<file path="config.mk">
export PLATFORM = sky130hd
export DESIGN_NAME = rtc_read_sequencer_flat
export DESIGN_NICKNAME = d
export VERILOG_FILES = /design/src/rtl/rtc_read_sequencer_if.sv /design/src/rtl/rtc_read_sequencer.sv /design/src/flat_wrapper.sv
export SDC_FILE = /design/constraint.sdc
export NUM_CORES = 1
export LEC_CHECK = 0
export ABC_CLOCK_PERIOD_IN_PS = 3680
export BUFFER_PORTS_ARGS = -buffer_cell sky130_fd_sc_hd__buf_2
export CORE_MARGIN = 3
export CORE_UTILIZATION = 50
export CTS_CLUSTER_DIAMETER = 40
export CTS_CLUSTER_SIZE = 40
export DETAILED_ROUTE_END_ITERATION = 8
export GPL_TIMING_DRIVEN = 0
export PLACE_DENSITY = 0.71
export SLEW_MARGIN = 20
export SYNTH_ARGS = -nofsm -noshare
export SYNTH_HDL_FRONTEND = slang
export SYNTH_SLANG_ARGS = --single-unit
</file>
<file path="constraint.sdc">
create_clock -name clk -period 3.68 [get_ports clk]
set_input_delay 0.552 -clock clk [delete_from_list [all_inputs] [get_ports clk]]
set_output_delay 0.552 -clock clk [all_outputs]
set_load 0.005 [all_outputs]
</file>
<file path="src/rtl/rtc_read_sequencer_if.sv">
// Bus bundle between the RTC read sequencer, its controller, the RTC chip
// and the output register bank. The sequencer takes the master view.
interface rtc_read_sequencer_if;
   // controller side
   logic       start;
   logic [5:0] n_regs;
   logic [7:0] rtc_addr_base;
   logic [5:0] bank_base;
   logic       busy;
   logic       done;
   // RTC multiplexed bus
   logic [7:0] rtc_data_in;
   logic [7:0] rtc_addr_out;
   logic       rtc_oe;
   logic       rtc_cs_n;
   logic       rtc_rd_n;
   logic       rtc_wr_n;
   logic       rtc_ad;
   // register bank write port
   logic [7:0] entrada;
   logic [5:0] enable;
   logic       w_s;

   modport master (
      input  start, n_regs, rtc_addr_base, bank_base, rtc_data_in,
      output busy, done, rtc_addr_out, rtc_oe, rtc_cs_n, rtc_rd_n,
             rtc_wr_n, rtc_ad, entrada, enable, w_s
   );

   modport slave (
      output start, n_regs, rtc_addr_base, bank_base, rtc_data_in,
      input  busy, done, rtc_addr_out, rtc_oe, rtc_cs_n, rtc_rd_n,
             rtc_wr_n, rtc_ad, entrada, enable, w_s
   );
endinterface

</file>
<file path="src/rtl/rtc_read_sequencer.sv">
// Reads a run of RTC registers over the multiplexed address/data bus and
// writes each byte into the register bank. Every output is registered and
// decoded from the current state, so pins lag the state register by one
// cycle; the phase counter accounts for that so each strobe is PULSE wide.
module rtc_read_sequencer #(
   parameter int unsigned PULSE = 4
) (
   input  logic          clk,
   input  logic          reset,
   rtc_read_sequencer_if.master bus
);

   typedef enum logic [2:0] {
      IDLE  = 3'd0,
      CHECK = 3'd1,
      ADDR  = 3'd2,
      GAP   = 3'd3,
      DATA  = 3'd4,
      WRITE = 3'd5,
      FIN   = 3'd6
   } state_t;

   localparam logic [3:0] PHASE_LAST = 4'(PULSE - 1);
   localparam logic [6:0] BANK_TOP   = 7'h2F;

   state_t     state_q, state_d;
   logic [3:0] cnt_q, cnt_d;
   logic [5:0] k_q, k_d;
   logic [5:0] n_q, n_d;
   logic [7:0] abase_q, abase_d;
   logic [5:0] bbase_q, bbase_d;
   logic [6:0] idx_s;

   logic       cs_n_q, cs_n_d;
   logic       rd_n_q, rd_n_d;
   logic       wr_n_q, wr_n_d;
   logic       ad_q, ad_d;
   logic       oe_q, oe_d;
   logic       w_s_q, w_s_d;
   logic       busy_q, busy_d;
   logic       done_q, done_d;
   logic [7:0] entrada_q, entrada_d;
   logic [5:0] enable_q, enable_d;
   logic [7:0] addr_q, addr_d;

   // Bank index is formed at 7 bits so running past the bank top is visible.
   assign idx_s = {1'b0, bbase_q} + {1'b0, k_q};

   // Next-state, operand latching and registered-output decode.
   always_comb begin
      state_d   = state_q;
      k_d       = k_q;
      n_d       = n_q;
      abase_d   = abase_q;
      bbase_d   = bbase_q;
      cs_n_d    = 1'b1;
      rd_n_d    = 1'b1;
      wr_n_d    = 1'b1;
      ad_d      = 1'b1;
      oe_d      = 1'b0;
      w_s_d     = 1'b0;
      busy_d    = 1'b0;
      done_d    = 1'b0;
      entrada_d = entrada_q;
      enable_d  = enable_q;
      addr_d    = addr_q;

      case (state_q)
         IDLE: begin
            // done_q high means the visible FIN cycle, where start is ignored
            if (bus.start && !done_q) begin
               state_d = CHECK;
               k_d     = 6'd0;
               n_d     = bus.n_regs;
               abase_d = bus.rtc_addr_base;
               bbase_d = bus.bank_base;
            end else begin
               state_d = IDLE;
            end
         end
         CHECK: begin
            busy_d = 1'b1;
            if ((k_q == n_q) || (idx_s > BANK_TOP)) begin
               state_d = FIN;
            end else begin
               state_d = ADDR;
            end
         end
         ADDR: begin
            busy_d = 1'b1;
            cs_n_d = 1'b0;
            ad_d   = 1'b0;
            wr_n_d = 1'b0;
            oe_d   = 1'b1;
            addr_d = abase_q + {2'b00, k_q};
            if (cnt_q == PHASE_LAST) begin
               state_d = GAP;
            end else begin
               state_d = ADDR;
            end
         end
         GAP: begin
            busy_d  = 1'b1;
            state_d = DATA;
         end
         DATA: begin
            busy_d = 1'b1;
            cs_n_d = 1'b0;
            rd_n_d = 1'b0;
            if (cnt_q == PHASE_LAST) begin
               state_d = WRITE;
            end else begin
               state_d = DATA;
            end
         end
         WRITE: begin
            // rd_n is still low on the pins here: this edge samples the byte
            busy_d    = 1'b1;
            w_s_d     = 1'b1;
            enable_d  = idx_s[5:0];
            entrada_d = bus.rtc_data_in;
            k_d       = k_q + 6'd1;
            state_d   = CHECK;
         end
         FIN: begin
            done_d  = 1'b1;
            state_d = IDLE;
         end
         default: begin
            state_d = IDLE;
         end
      endcase

      // phase counter restarts on every state entry
      if (state_d != state_q) begin
         cnt_d = 4'd0;
      end else begin
         cnt_d = cnt_q + 4'd1;
      end
   end

   // State, phase counter and latched operands.
   always_ff @(posedge clk or negedge reset) begin
      if (!reset) begin
         state_q <= IDLE;
         cnt_q   <= 4'd0;
         k_q     <= 6'd0;
         n_q     <= 6'd0;
         abase_q <= 8'd0;
         bbase_q <= 6'd0;
      end else begin
         state_q <= state_d;
         cnt_q   <= cnt_d;
         k_q     <= k_d;
         n_q     <= n_d;
         abase_q <= abase_d;
         bbase_q <= bbase_d;
      end
   end

   // Output registers; reset releases the bus immediately.
   always_ff @(posedge clk or negedge reset) begin
      if (!reset) begin
         cs_n_q    <= 1'b1;
         rd_n_q    <= 1'b1;
         wr_n_q    <= 1'b1;
         ad_q      <= 1'b1;
         oe_q      <= 1'b0;
         w_s_q     <= 1'b0;
         busy_q    <= 1'b0;
         done_q    <= 1'b0;
         entrada_q <= 8'd0;
         enable_q  <= 6'd0;
         addr_q    <= 8'd0;
      end else begin
         cs_n_q    <= cs_n_d;
         rd_n_q    <= rd_n_d;
         wr_n_q    <= wr_n_d;
         ad_q      <= ad_d;
         oe_q      <= oe_d;
         w_s_q     <= w_s_d;
         busy_q    <= busy_d;
         done_q    <= done_d;
         entrada_q <= entrada_d;
         enable_q  <= enable_d;
         addr_q    <= addr_d;
      end
   end

   assign bus.rtc_cs_n     = cs_n_q;
   assign bus.rtc_rd_n     = rd_n_q;
   assign bus.rtc_wr_n     = wr_n_q;
   assign bus.rtc_ad       = ad_q;
   assign bus.rtc_oe       = oe_q;
   assign bus.w_s          = w_s_q;
   assign bus.busy         = busy_q;
   assign bus.done         = done_q;
   assign bus.entrada      = entrada_q;
   assign bus.enable       = enable_q;
   assign bus.rtc_addr_out = addr_q;

endmodule

</file>
<file path="src/flat_wrapper.sv">
// flat-port wrapper written by rule: the top's interface ports become plain ports
module rtc_read_sequencer_flat 
#(
   parameter int unsigned PULSE = 4
)
  (clk, reset, bus_start, bus_n_regs, bus_rtc_addr_base, bus_bank_base, bus_rtc_data_in, bus_busy, bus_done, bus_rtc_addr_out, bus_rtc_oe, bus_rtc_cs_n, bus_rtc_rd_n, bus_rtc_wr_n, bus_rtc_ad, bus_entrada, bus_enable, bus_w_s);
  rtc_read_sequencer_if bus_i ();
  input  logic clk;
  input  logic reset;
  input wire logic [$bits(bus_i.start)-1:0] bus_start;
  input wire logic [$bits(bus_i.n_regs)-1:0] bus_n_regs;
  input wire logic [$bits(bus_i.rtc_addr_base)-1:0] bus_rtc_addr_base;
  input wire logic [$bits(bus_i.bank_base)-1:0] bus_bank_base;
  input wire logic [$bits(bus_i.rtc_data_in)-1:0] bus_rtc_data_in;
  output wire logic [$bits(bus_i.busy)-1:0] bus_busy;
  output wire logic [$bits(bus_i.done)-1:0] bus_done;
  output wire logic [$bits(bus_i.rtc_addr_out)-1:0] bus_rtc_addr_out;
  output wire logic [$bits(bus_i.rtc_oe)-1:0] bus_rtc_oe;
  output wire logic [$bits(bus_i.rtc_cs_n)-1:0] bus_rtc_cs_n;
  output wire logic [$bits(bus_i.rtc_rd_n)-1:0] bus_rtc_rd_n;
  output wire logic [$bits(bus_i.rtc_wr_n)-1:0] bus_rtc_wr_n;
  output wire logic [$bits(bus_i.rtc_ad)-1:0] bus_rtc_ad;
  output wire logic [$bits(bus_i.entrada)-1:0] bus_entrada;
  output wire logic [$bits(bus_i.enable)-1:0] bus_enable;
  output wire logic [$bits(bus_i.w_s)-1:0] bus_w_s;
  assign bus_i.start = bus_start;
  assign bus_i.n_regs = bus_n_regs;
  assign bus_i.rtc_addr_base = bus_rtc_addr_base;
  assign bus_i.bank_base = bus_bank_base;
  assign bus_i.rtc_data_in = bus_rtc_data_in;
  assign bus_busy = bus_i.busy;
  assign bus_done = bus_i.done;
  assign bus_rtc_addr_out = bus_i.rtc_addr_out;
  assign bus_rtc_oe = bus_i.rtc_oe;
  assign bus_rtc_cs_n = bus_i.rtc_cs_n;
  assign bus_rtc_rd_n = bus_i.rtc_rd_n;
  assign bus_rtc_wr_n = bus_i.rtc_wr_n;
  assign bus_rtc_ad = bus_i.rtc_ad;
  assign bus_entrada = bus_i.entrada;
  assign bus_enable = bus_i.enable;
  assign bus_w_s = bus_i.w_s;
  rtc_read_sequencer #(.PULSE(PULSE)) u_core (.clk(clk), .reset(reset), .bus(bus_i));
endmodule
</file>
# After elaboration in Yosys (flattened, before gate mapping)
# Cells that the tools add are included.
totals:
  regBits: 62
  out_inout_bits: 30
  elab_cells: 55
classes:
  add_sub_neg: 4
  order_cmp: 1
  n_eq_ne: 10
  mux: 15
  n_reduce_logical: 9
ops:
  columns: ["cell", "n"]
  rows:
  - ["$pmux W3 S6", 1]
  - ["$pmux W6 S2", 1]
  - ["$mux W1", 10]
  - ["$eq A3 B3 Y1 const B", 3]
  - ["$add A8 B6 Y8", 1]
  - ["$add A6 B6 Y7", 1]
  - ["$gt A7 B6 Y1 const B", 1]
  - ["$add A6 B1 Y6 const B", 1]
  - ["$eq A3 B2 Y1 const B", 2]
  - ["$eq A6 B6 Y1", 1]
  - ["$mux W6", 1]
  - ["$reduce_or A5 Y1", 1]
  - ["$add A4 B1 Y4 const B", 1]
  - ["$eq A4 B2 Y1 const B", 1]
  - ["$mux W4", 1]
  - ["$reduce_and A2 Y1", 2]
  - ["$eq A3 B1 Y1 const B", 1]
  - ["$logic_not A3 Y1", 1]
  - ["$mux W3", 1]
  - ["$ne A3 B3 Y1", 1]
  - ["$ne A2 B1 Y1 const B", 1]
  - ["$reduce_bool A2 Y1", 1]
  - ["$reduce_or A2 Y1", 1]
  - ["$logic_and A1 B1 Y1", 1]
  - ["other kinds (2)", 2]

# Logic depth before layout (Yosys ltp)
# Gate-level depths: netlist (run 1).
logic_depth:
  word_depth: 7
  mapped_depth: 8
  depth_no_buf: 8

# Least setup slack after synthesis (run 1)
# OpenSTA, ideal clock, no wires.
synth_path:
  path_kind: "register to register"
  startpoint: "register u_core.k_q[0]"
  endpoint: "register u_core.state_q[2]"
  setup_ns: 0.086
  arrival_time_ns: 2.102
  required_time_ns: 3.594
  path_slack_ns: 1.492
  stages_incl_launch_ff: 8
  n_path_buf: 0
  cell_sequence: "dfrtp_1 -> ha_1 -> fa_1 -> or4b_1 -> nor3_2 -> xor2_1 -> a21oi_1 -> a32oi_1"
synth_via:
  elab_chain_len: 5
synth_lines:
  columns: ["element", "line", "source"]
  rows:
  - ["from (decl)", "rtc_read_sequencer.sv:28", "logic [5:0] k_q, k_d;"]
  - ["from (signal assigned)", "rtc_read_sequencer.sv:154", "k_q <= k_d;"]
  - ["$add A6 B6 Y7", "rtc_read_sequencer.sv:47", "assign idx_s = {1'b0, bbase_q} + {1'b0, k_q};"]
  - ["$gt A7 B6 Y1", "rtc_read_sequencer.sv:83", "if ((k_q == n_q) || (idx_s > BANK_TOP)) begin"]
  - ["$logic_or A1 B1 Y1 (*)", "rtc_read_sequencer.sv:83", null]
  - ["$mux W3 (*)", "rtc_read_sequencer.sv:83", null]
  - ["$pmux W3 S6 (*)", "rtc_read_sequencer.sv:68", "case (state_q)"]
  - ["net u_core.state_d[2]", "rtc_read_sequencer.sv:26", "state_t state_q, state_d;"]
  - ["to (signal assigned)", "rtc_read_sequencer.sv:152", "state_q <= state_d;"]
  - ["to (decl)", "rtc_read_sequencer.sv:26", null]
# Mark *: on every way through the listed nets, which the timed path passes. The rest lies on a longest branch.
# A chain may end at the register's enable or synchronous reset.

# Worst setup path after layout (run 1)
# Ends and elaborated chain as after synthesis.

==> results of run 1 <==
## report_power, final
| group | switching (µW) | internal [µW] |
|---|---|---|
| Combinational | 572 | 602 |
| Sequential | 197 | 994 |
| Clock | 253 | 298 |
## sequential cells by signal, summed over array words and instances (netlist names), 3 cells and up
register / cells
u_core.bus.enable: 6
u_core.k_q: 6
u_core.cnt_q: 4
u_core.bus.entrada: 8
u_core.abase_q: 8
u_core.state_q: 3
u_core.n_q: 6
u_core.bbase_q: 6
u_core.bus.rtc_addr_out: 8
## critical path: stages, from the launching register on
cell and delay (ps):
dfrtp_1 480, ha_1 260, fa_1 420, or4b_1 550, nor3_2 170, xor2_1 160
a21oi_1 80, a32oi_1 190
## kinds of logic after synthesis
family                   count (synthesis)  share of synthesized area
flip-flops                              62                     0.5181
XOR/XNOR                                14                    0.04085
multiplexers                            27                    0.09963
AO/OA/AOI/OAI                           41                    0.08254
adder cells (fa/ha/maj)                 16                    0.07170
AND/OR/NAND/NOR                         99                     0.1580
buffers and inverters                   20                    0.02918
## final timing paths
path                                     from                    endpoint  slack [ps]  depth (start not counted)
setup / recovery                u_core.k_q[0]           u_core.state_q[2]        1290                          7
hold / removal                          reset  u_core.bus.rtc_addr_out[1]         280                          1
setup reg to reg                u_core.k_q[0]           u_core.state_q[2]        1290                          7
hold reg to reg               u_core.cnt_q[0]             u_core.cnt_q[0]         460                          1
max in group asynchronous               reset             u_core.cnt_q[1]        2870                          1
min in group clk           bus_rtc_data_in[5]       u_core.bus.entrada[5]         410                          3
## cells in the final DEF, fill, tap and decap left out, types with 2 or more instances in the layout
cell	Yosys	routed
a211oi_1	3	3
a21oi_1	14	14
buf_2	7	66
buf_4	1	2
clkbuf_1	2	3
clkbuf_8	0	12
clkinv_2	0	2
dfrtp_1	59	59
dfstp_2	3	3
fa_1	2	2
ha_1	14	14
inv_1	8	8
mux2_2	23	23
mux2i_1	4	4
nand2_1	47	47
nand2b_1	3	3
nand3_1	8	8
nand4_1	2	2
nor2_1	14	14
nor2b_1	5	5
nor3_1	5	5
nor3b_1	8	8
o21ai_0	11	11
o21bai_1	2	2
o31ai_1	3	3
xnor2_1	10	10
xor2_1	4	4
## metrics by stage
step | cells | cell area (µm²) | hold slack [ps]
2_1_floorplan | 279 | 3002 | 256.4
3_3_place_gp | 411 | 3392 | 446.7
3_5_place_dp | 411 | 3395 | 456.2
4_1_cts | 427 | 3581 | 316.7
5_1_grt | 427 | 3581 | 362.4
6_report | 427 | 3581 | 281.8
## cell usage after synthesis (all sizes together)
master / n / area share
dfrtp: 59 / 0.49
nand2: 47 / 0.059
mux2: 23 / 0.086
a21oi: 14 / 0.023
ha: 14 / 0.058
nor2: 14 / 0.018
o21ai: 12 / 0.020
xnor2: 10 / 0.029
buf: 9 / 0.015
inv: 8 / 0.010
nand3: 8 / 0.013
nor3b: 8 / 0.020
nor3: 6 / 0.012
nor2b: 5 / 0.010
mux2i: 4 / 0.013
xor2: 4 / 0.012
a211oi: 3 / 0.0075
dfstp: 3 / 0.026
nand2b: 3 / 0.0063
o31ai: 3 / 0.0075
a21o: 2 / 0.0054
clkbuf: 2 / 0.0025
fa: 2 / 0.013
nand4: 2 / 0.0042
o21bai: 2 / 0.0050
a21boi: 1 / 0.0025
a32oi: 1 / 0.0029
and2: 1 / 0.0021
and4b: 1 / 0.0033
clkinv: 1 / 0.0012
nand3b: 1 / 0.0025
o21a: 1 / 0.0025
o311ai: 1 / 0.0029
o31a: 1 / 0.0029
or2: 1 / 0.0021
or4: 1 / 0.0025
or4b: 1 / 0.0033
## area by class of cell
cell class              instances  share of cell area
flip-flops and latches         62              0.4343
well taps                      72             0.02516
multi-input cells             197              0.3795
clock inverters                 3            0.004892
inverters                       9            0.009434
clock buffers                  13             0.04717
repair buffers                 60             0.08456
plain buffers                  11             0.01502
## per-layer routing
| layer | vias to the layer above | global-route usage | part of all wire |
|---|---|---|---|
| met3 | 11 | 0.03455 | 0.046 |
| met2 | 52 | 0.2762 | 0.43 |
| met1 | 1035 | 0.2513 | 0.50 |
| li1 | 1099 | - | - |
| met4 | 0 | 0.07895 | 0.019 |
| met5 | - | 0 | 0 |
==> results.md, run 1 <==
* PortBufs at 60
* Grt ovf at 0
* Share of layout cells above drive strength 1 at 0.3155
* Status: completed
* Core area at 5642 µm²
* Mapped Cells at 279
* Pre-CTS WS at around 1300 ps
* Max FO, Critical Path at 7
* Multi-input logic area at 1359 µm²
* H-tree lvl count at 3
* Sequential standard cell area at ~1600 µm²
* Antenna cells at 0
* Reg clk slew, reported paths at 70 ps
* Root Driver: clkbuf_8
* Initial DRT Pass Iterations at 6
* Final Cycle Share at 0.6489
* Final setup margin at 1292 ps
* Area Overhead vs Synth at 19.30%
* Netlist cell types at 42
* Total power at 2916 µW
* Max-slew headroom at 0.4823
* Mapped cell area at about 3000 µm²
* Detailed Place HPWL at 4.144 mm
* Max Clock Skew at 9.340 ps
* # setup viols final at 0
* Period minus WS final at 2388 ps
* Synth Warn # at 0
* Clock Latency Late Sink at 330 ps
* TritonCTS clock tree: yes
* Largest net degree at the start of global routing at 63
* Post-Route WL at 5.730 mm
* Critical Path RT at 3930 ps
* # clock sinks at 62
* RSZ-0062 raised after global routing: no
* Avg Cell Area, Syn at 10.76 µm²
* Total GRT Usage at 0.1805
* Post-route setup TNS at 0 ps
* Critical Path AT at 2640 ps
* Vias in the first global route at 2191
* Hold Path Class: primary input to asynchronous set/reset pin
* Layout filler cell count at 490
* CTS Hold Bufs at 0
* DR DRC count at 0
* Post-synthesis sequential area ratio at 0.5181
* I/O pin count at 61
* Fin. Hold Viols at 0
* First-pass GRT wire length at 10.18 mm
* CP startpoint kind: flop
* Max-slew violations at 0
* Final Util at 0.6347
* Syn_nets at roughly 330
* Iter 0 DRT Violations at 52
* Routed Antenna Nets at 0
* Antenna violations before repair at 0
* Chip width at 83.48 µm
* Num rows at 27
* Critical path capture point type: flop
* Vias per inst at between 5 and 6
* Die Span Y at roughly 83 µm
* Wire per inst at ~13 µm
* Setup Buffers After CTS at 0
* Deepest clock path buffer count at 2
* Number of gates resized after CTS at 0
* Cts bufs inserted at 9
* Slew @ Worst Pin at 776.6 ps
* Routability cong. at between 0.7 and 0.8
* Die Area at 6969 µm²
* Leak at 0.001746 µW
* Pwr dens at 814.2 nW/µm²
* Initial Util at 0.5320
* Vias at 2197
* Max VDD drop at 0.0004240 V
* Fmax at 0.4188 GHz
* WS Path Type: flop to flop
* Final #Nets at 397
* Synth Register Bits at 62
* Max-cap check violation count at 0
No activity file was read; power rests on OpenSTA's default activity.
==> run 2, diff against run 1 <==
- ABC_CLOCK_PERIOD_IN_PS: 3680 -> 2500
- clock period: 3.68 -> 2.5 ns (I/O delays scaled with it)
==> run 2 against run 1 <==
  * Sequential power grew 46%
  * Global-route usage unchanged
  * Largest power group is now combinational logic
  * Final area up 0.24%
==> results.md, run 2 (synthesized netlist as in run 1, its figures left out) <==
* Antenna violations before repair at 0
* CP startpoint kind: flop
* Critical Path AT at 2580 ps
* Total GRT Usage at 0.1805
* Vias in the first global route at between 2000 and 2500
* Area Overhead vs Synth at 19.59%
* Final setup margin at 172.1 ps
* Fin. Hold Viols at 0
* Fmax at around 0.43 GHz
* RSZ-0062 raised after global routing: no
* TritonCTS clock tree: yes
* Die Span Y at 83.48 µm
* Multi-input logic area at 1359 µm²
* Max VDD drop at between 0.0006 and 0.0007 V
* Cts bufs inserted at 9
* Total power at 4305 µW
* Antenna cells at 0
* DR DRC count at 0
* Clock Latency Late Sink at approximately 330 ps
* Max FO, Critical Path at 3
* I/O pin count at between 60 and 70
* PortBufs at 60
* Leak at ~0.0017 µW
* H-tree lvl count at 3
* Most frequent cells in the layout: buf_2 (66), dfrtp_1 (58), nand2_1 (47)
* Pre-CTS WS at 104.6 ps
* Hold Path Class: primary input to asynchronous set/reset pin
* Max Clock Skew at 10.95 ps
* Max-slew headroom at 0.4838
* Max stage delay cell, worst path: or4b_1
* Layout filler cell count at 488
* Pwr dens at 1199 nW/µm²
* Status: completed
* Critical Path Max Stage Delay at 560 ps
* Deepest clock path buffer count at 2
* Max-cap check violation count at 0
* Slew @ Worst Pin at 774.2 ps
* Largest net degree at the start of global routing at 63
* Routed Antenna Nets at 0
* Initial Util at 0.5320
* Post-route setup TNS at 0 ps
* Reg clk slew, reported paths at 70 ps
* Vias at 2201
* WS Path Type: flop to flop
* Detailed Place HPWL at 4.144 mm
* Core area at between 5000 and 6000 µm²
* # setup viols final at 0
* Buf/Inv on CP at 0
* Final Cycle Share at 0.9312
* Period minus WS final at 2328 ps
* Max-slew violations at 0
* Post-Route WL at about 5.7 mm
* # clock sinks at 62
* Cells along the critical path: ha_1, fa_1, or4b_1, nor3_2, xor2_1, a21oi_1, a32oi_1
* Share of layout cells above drive strength 1 at 0.3202
* First-pass GRT wire length at 10.18 mm
* Sequential standard cell area at 1556 µm²
* Initial DRT Pass Iterations at 5
* Commonest non-fill, non-tap cell in the layout: buf_2
* Num rows at 27
* Chip width at 83.48 µm
* Routability cong. at roughly 0.76
* Vias per inst at approximately 5.1
* Grt ovf at 0
* Critical path capture point type: flop
* Final #Nets at between 300 and 400
* Cell family with most CP delay: simple AND/OR/NAND/NOR gates
* Critical Path RT at about 2800 ps
* Die Area at ~7000 µm²
* Wire per inst at 13.39 µm
* Iter 0 DRT Violations at 73
* Root Driver: clkbuf_8
[run 2: cell count changes in the layout (fill, tap and decap cells not counted)]
cell     change
buf_4        +1
dfrtp_1      -1
dfrtp_2      +1
[run 2: final timing paths]
check	startpoint	end	slack, ps	depth (start not counted)
setup / recovery	u_core.k_q[0]	u_core.state_q[2]	170	7
hold / removal	reset	u_core.bus.rtc_addr_out[1]	110	1
setup reg to reg	u_core.k_q[0]	u_core.state_q[2]	170	7
hold reg to reg	u_core.cnt_q[0]	u_core.cnt_q[0]	460	1
max in group asynchronous	reset	u_core.k_q[0]	1830	1
min in group clk	bus_rtc_data_in[5]	u_core.bus.entrada[5]	230	3
[run 2: power breakdown]
| group | total [µW] | switching [µW] | internal [µW] |
|---|---|---|---|
| Combinational | 1750 | 855 | 894 |
| Sequential | 1740 | 280 | 1460 |
| Clock | 812 | 374 | 438 |
| Total | 4300 | 1510 | 2800 |
[run 2: layout make-up]
class                   instances  area share
multi-input cells             197      0.3785
clock inverters                 3    0.004880
repair buffers                 61     0.08644
flip-flops and latches         62      0.4336
clock buffers                  13     0.04705
well taps                      72     0.02510
plain buffers                  11     0.01499
inverters                       9    0.009411
[run 2: metrics by stage]
stage	instance area [µm²]	util	hold slack, ps	instances
floorplan	3002	-	79.41	279
CTS	3581	0.6347	139.7	427
finish	3590	0.6363	107.9	428
global placement	3392	0.6012	446.7	411
global route	3590	0.6363	185.3	428
detailed placement	3395	0.6017	456.2	411
[run 2: per-layer routing]
| metal | GRT usage | share of wire | vias up |
|---|---|---|---|
| met1 | 0.2513 | 0.50 | 1027 |
| met3 | 0.03455 | 0.051 | 11 |
| met5 | 0 | 0 | - |
| li1 | - | - | 1101 |
| met4 | 0.07895 | 0.019 | 0 |
| met2 | 0.2762 | 0.43 | 62 |
[run 2: timing repair]
action / 4_1_cts / 5_1_grt
setup endpoints to repair: 0 / 1
resized for setup: 0 / 1
setup buffers: 0 / 1
hold buffers: 0 / 0
endpoints found under the hold margin: 0 / 0
==> run 3, diff against run 2 <==
- PLACE_DENSITY: 0.71 -> not set
- PLACE_DENSITY_LB_ADDON: not set -> 0.3
==> run 3 against run 2 <==
  * Critical path depth stayed put
  * Clock-buffer cell count unchanged
  * Routed wire length increased by 4.4%
  * Largest cell class unchanged
==> results.md, run 3 (synthesized netlist as in run 1, its figures left out) <==
* Die Area at 6969 µm²
* Total GRT Usage at 0.1905
* # clock sinks at 62
* Comb pwr share at 0.385
* Die Span Y at 83.48 µm
* Leak at 0.001768 µW
* Num rows at 27
* TritonCTS clock tree: yes
* Final Util at 0.6434
* Switching Fraction at 0.3385
* Share of layout cells above drive strength 1 at 0.3183
* Pint at 2994 µW
* Fin. Hold Viols at 0
* WS Path Type: flop to flop
* Pre-CTS WS at 118.5 ps
* Min Hold Slack at between 100 and 150 ps
* Initial DRT Pass Iterations at 4
* Largest net degree at the start of global routing at 63
* Cts bufs inserted at 9
* Post-Route WL at 5.980 mm
* Most frequent cells in the layout: buf_2 (66), dfrtp_1 (58), nand2_1 (47)
* P_sw at 1532 µW
* Detailed Place HPWL at approximately 4.3 mm
* I/O pin count at 61
* Max Clock Skew at 6.866 ps
* # setup viols final at 0
* Final setup margin at 146.0 ps
* Final Cycle Share at 0.9416
* First-pass GRT wire length at about 11 mm
* Hold Path Class: primary input to asynchronous set/reset pin
* Grt ovf at 0
* Deepest clock path buffer count at 2
* Vias per inst at 5.155
* Core area at around 5600 µm²
* Fmax at 0.4248 GHz
* PortBufs at 60
* Sequential share of power at 0.391
* Cell Count, Final, Fillers Out at 427
* Vias in the first global route at 2303
* Max-slew headroom at 0.4954
* Clk pwr share at 0.224
* Reg clk slew, reported paths at 70 ps
* Routed Antenna Nets at 0
* Setup Buffers After CTS at 0
* Routability cong. at 0.7869
* Wire per inst at 14.00 µm
* Clock Latency Late Sink at 330 ps
* Max VDD drop at 0.0006526 V
* Final #Nets at about 400
* Max-cap check violation count at 0
* Status: completed
* Chip width at 83.48 µm
* Worst Setup SP: u_core.k_q[0]
* DR DRC count at 0
* Iter 0 DRT Violations at 82
* Area Overhead vs Synth at 20.93%
* CP startpoint kind: flop
* Slew @ Worst Pin at 756.9 ps
* Max-slew violations at 0
* Vias at 2201
* Max FO, Critical Path at 7
* Critical path capture point type: flop
* RSZ-0062 raised after global routing: no
* Critical Path RT at 2750 ps
* Antenna violations before repair at 0
* Root Driver: clkbuf_8
* Critical Path AT at 2600 ps
* Antenna cells at 0
* Dpl cells at 411
* Period minus WS final at 2354 ps
* Pwr dens at 1247 nW/µm²
* Commonest non-fill, non-tap cell in the layout: buf_2
* H-tree lvl count at 3
* FF-to-FF Start: u_core.k_q[0]
* Post-route setup TNS at 0 ps
* Initial Util at 0.5320
## run 3: changes by cell type in the layout (fill, tap and decap cells not counted)
cell / change
bufinv_16: +2
buf_4: -1
clkinv_2: -1
clkinvlp_4: -1
## run 3: per-stage QoR
stage | power (µW) | instance area (µm²)
after detailed placement | 3540 | 3395
after CTS | 4571 | 3628
after global placement | 3451 | 3392
after floorplan | 2971 | 3002
after global routing | 4885 | 3630
final | 4527 | 3630
## run 3: layer usage
layer / vias up / part of all wire / track usage / wire length [µm]
met5: - / 0 / 0 / 0
met4: 0 / 0.020 / 0.09211 / 122
met3: 10 / 0.055 / 0.04047 / 326
met2: 64 / 0.46 / 0.2981 / 2749
met1: 1024 / 0.47 / 0.2529 / 2781
li1: 1103 / - / - / -
## run 3: worst paths after layout
check                                             end  slack [ps]  cells past startpoint
min reg2reg                           u_core.cnt_q[0]         460                      1
max in group asynchronous               u_core.k_q[0]        1850                      1
min in group clk                u_core.bus.entrada[0]         230                      3
max reg2reg                         u_core.state_q[2]         150                      7
max                                 u_core.state_q[2]         150                      7
min                        u_core.bus.rtc_addr_out[2]         100                      1
## run 3: critical path, stage by stage (launching register included)
cell and delay, ps:
dfrtp_2 470, ha_1 240, fa_1 420, or4b_1 550, nor3_2 160, xor2_1 180, a21oi_1 90, a32oi_1 180
## run 3: area by class of cell
type	instances	area, µm²
Fill cell	477	2012
Sequential cell	62	1556
Multi-Input combinational cell	197	1359
Timing Repair Buffer	60	302.8
Clock buffer	13	168.9
Tap cell	72	90.09
Clock inverter	3	65.06
Buffer	11	53.80
Inverter	9	33.78
## run 3: power by group through the flow
| stage | clock (µW) | combinational [µW] | sequential [µW] |
|---|---|---|---|
| 2_1_floorplan | 0 | 1230 | 1740 |
| 3_3_place_gp | 0 | 1690 | 1760 |
| 3_5_place_dp | 0 | 1760 | 1780 |
| 4_1_cts | 1030 | 1770 | 1770 |
| 5_1_grt | 1080 | 1980 | 1830 |
| 6_report | 1020 | 1740 | 1770 |
## run 3: timing repair
action / CTS / global route
setup endpoints to repair: 0 / 1
gates resized for setup: 0 / 1
hold buffers: 0 / 0
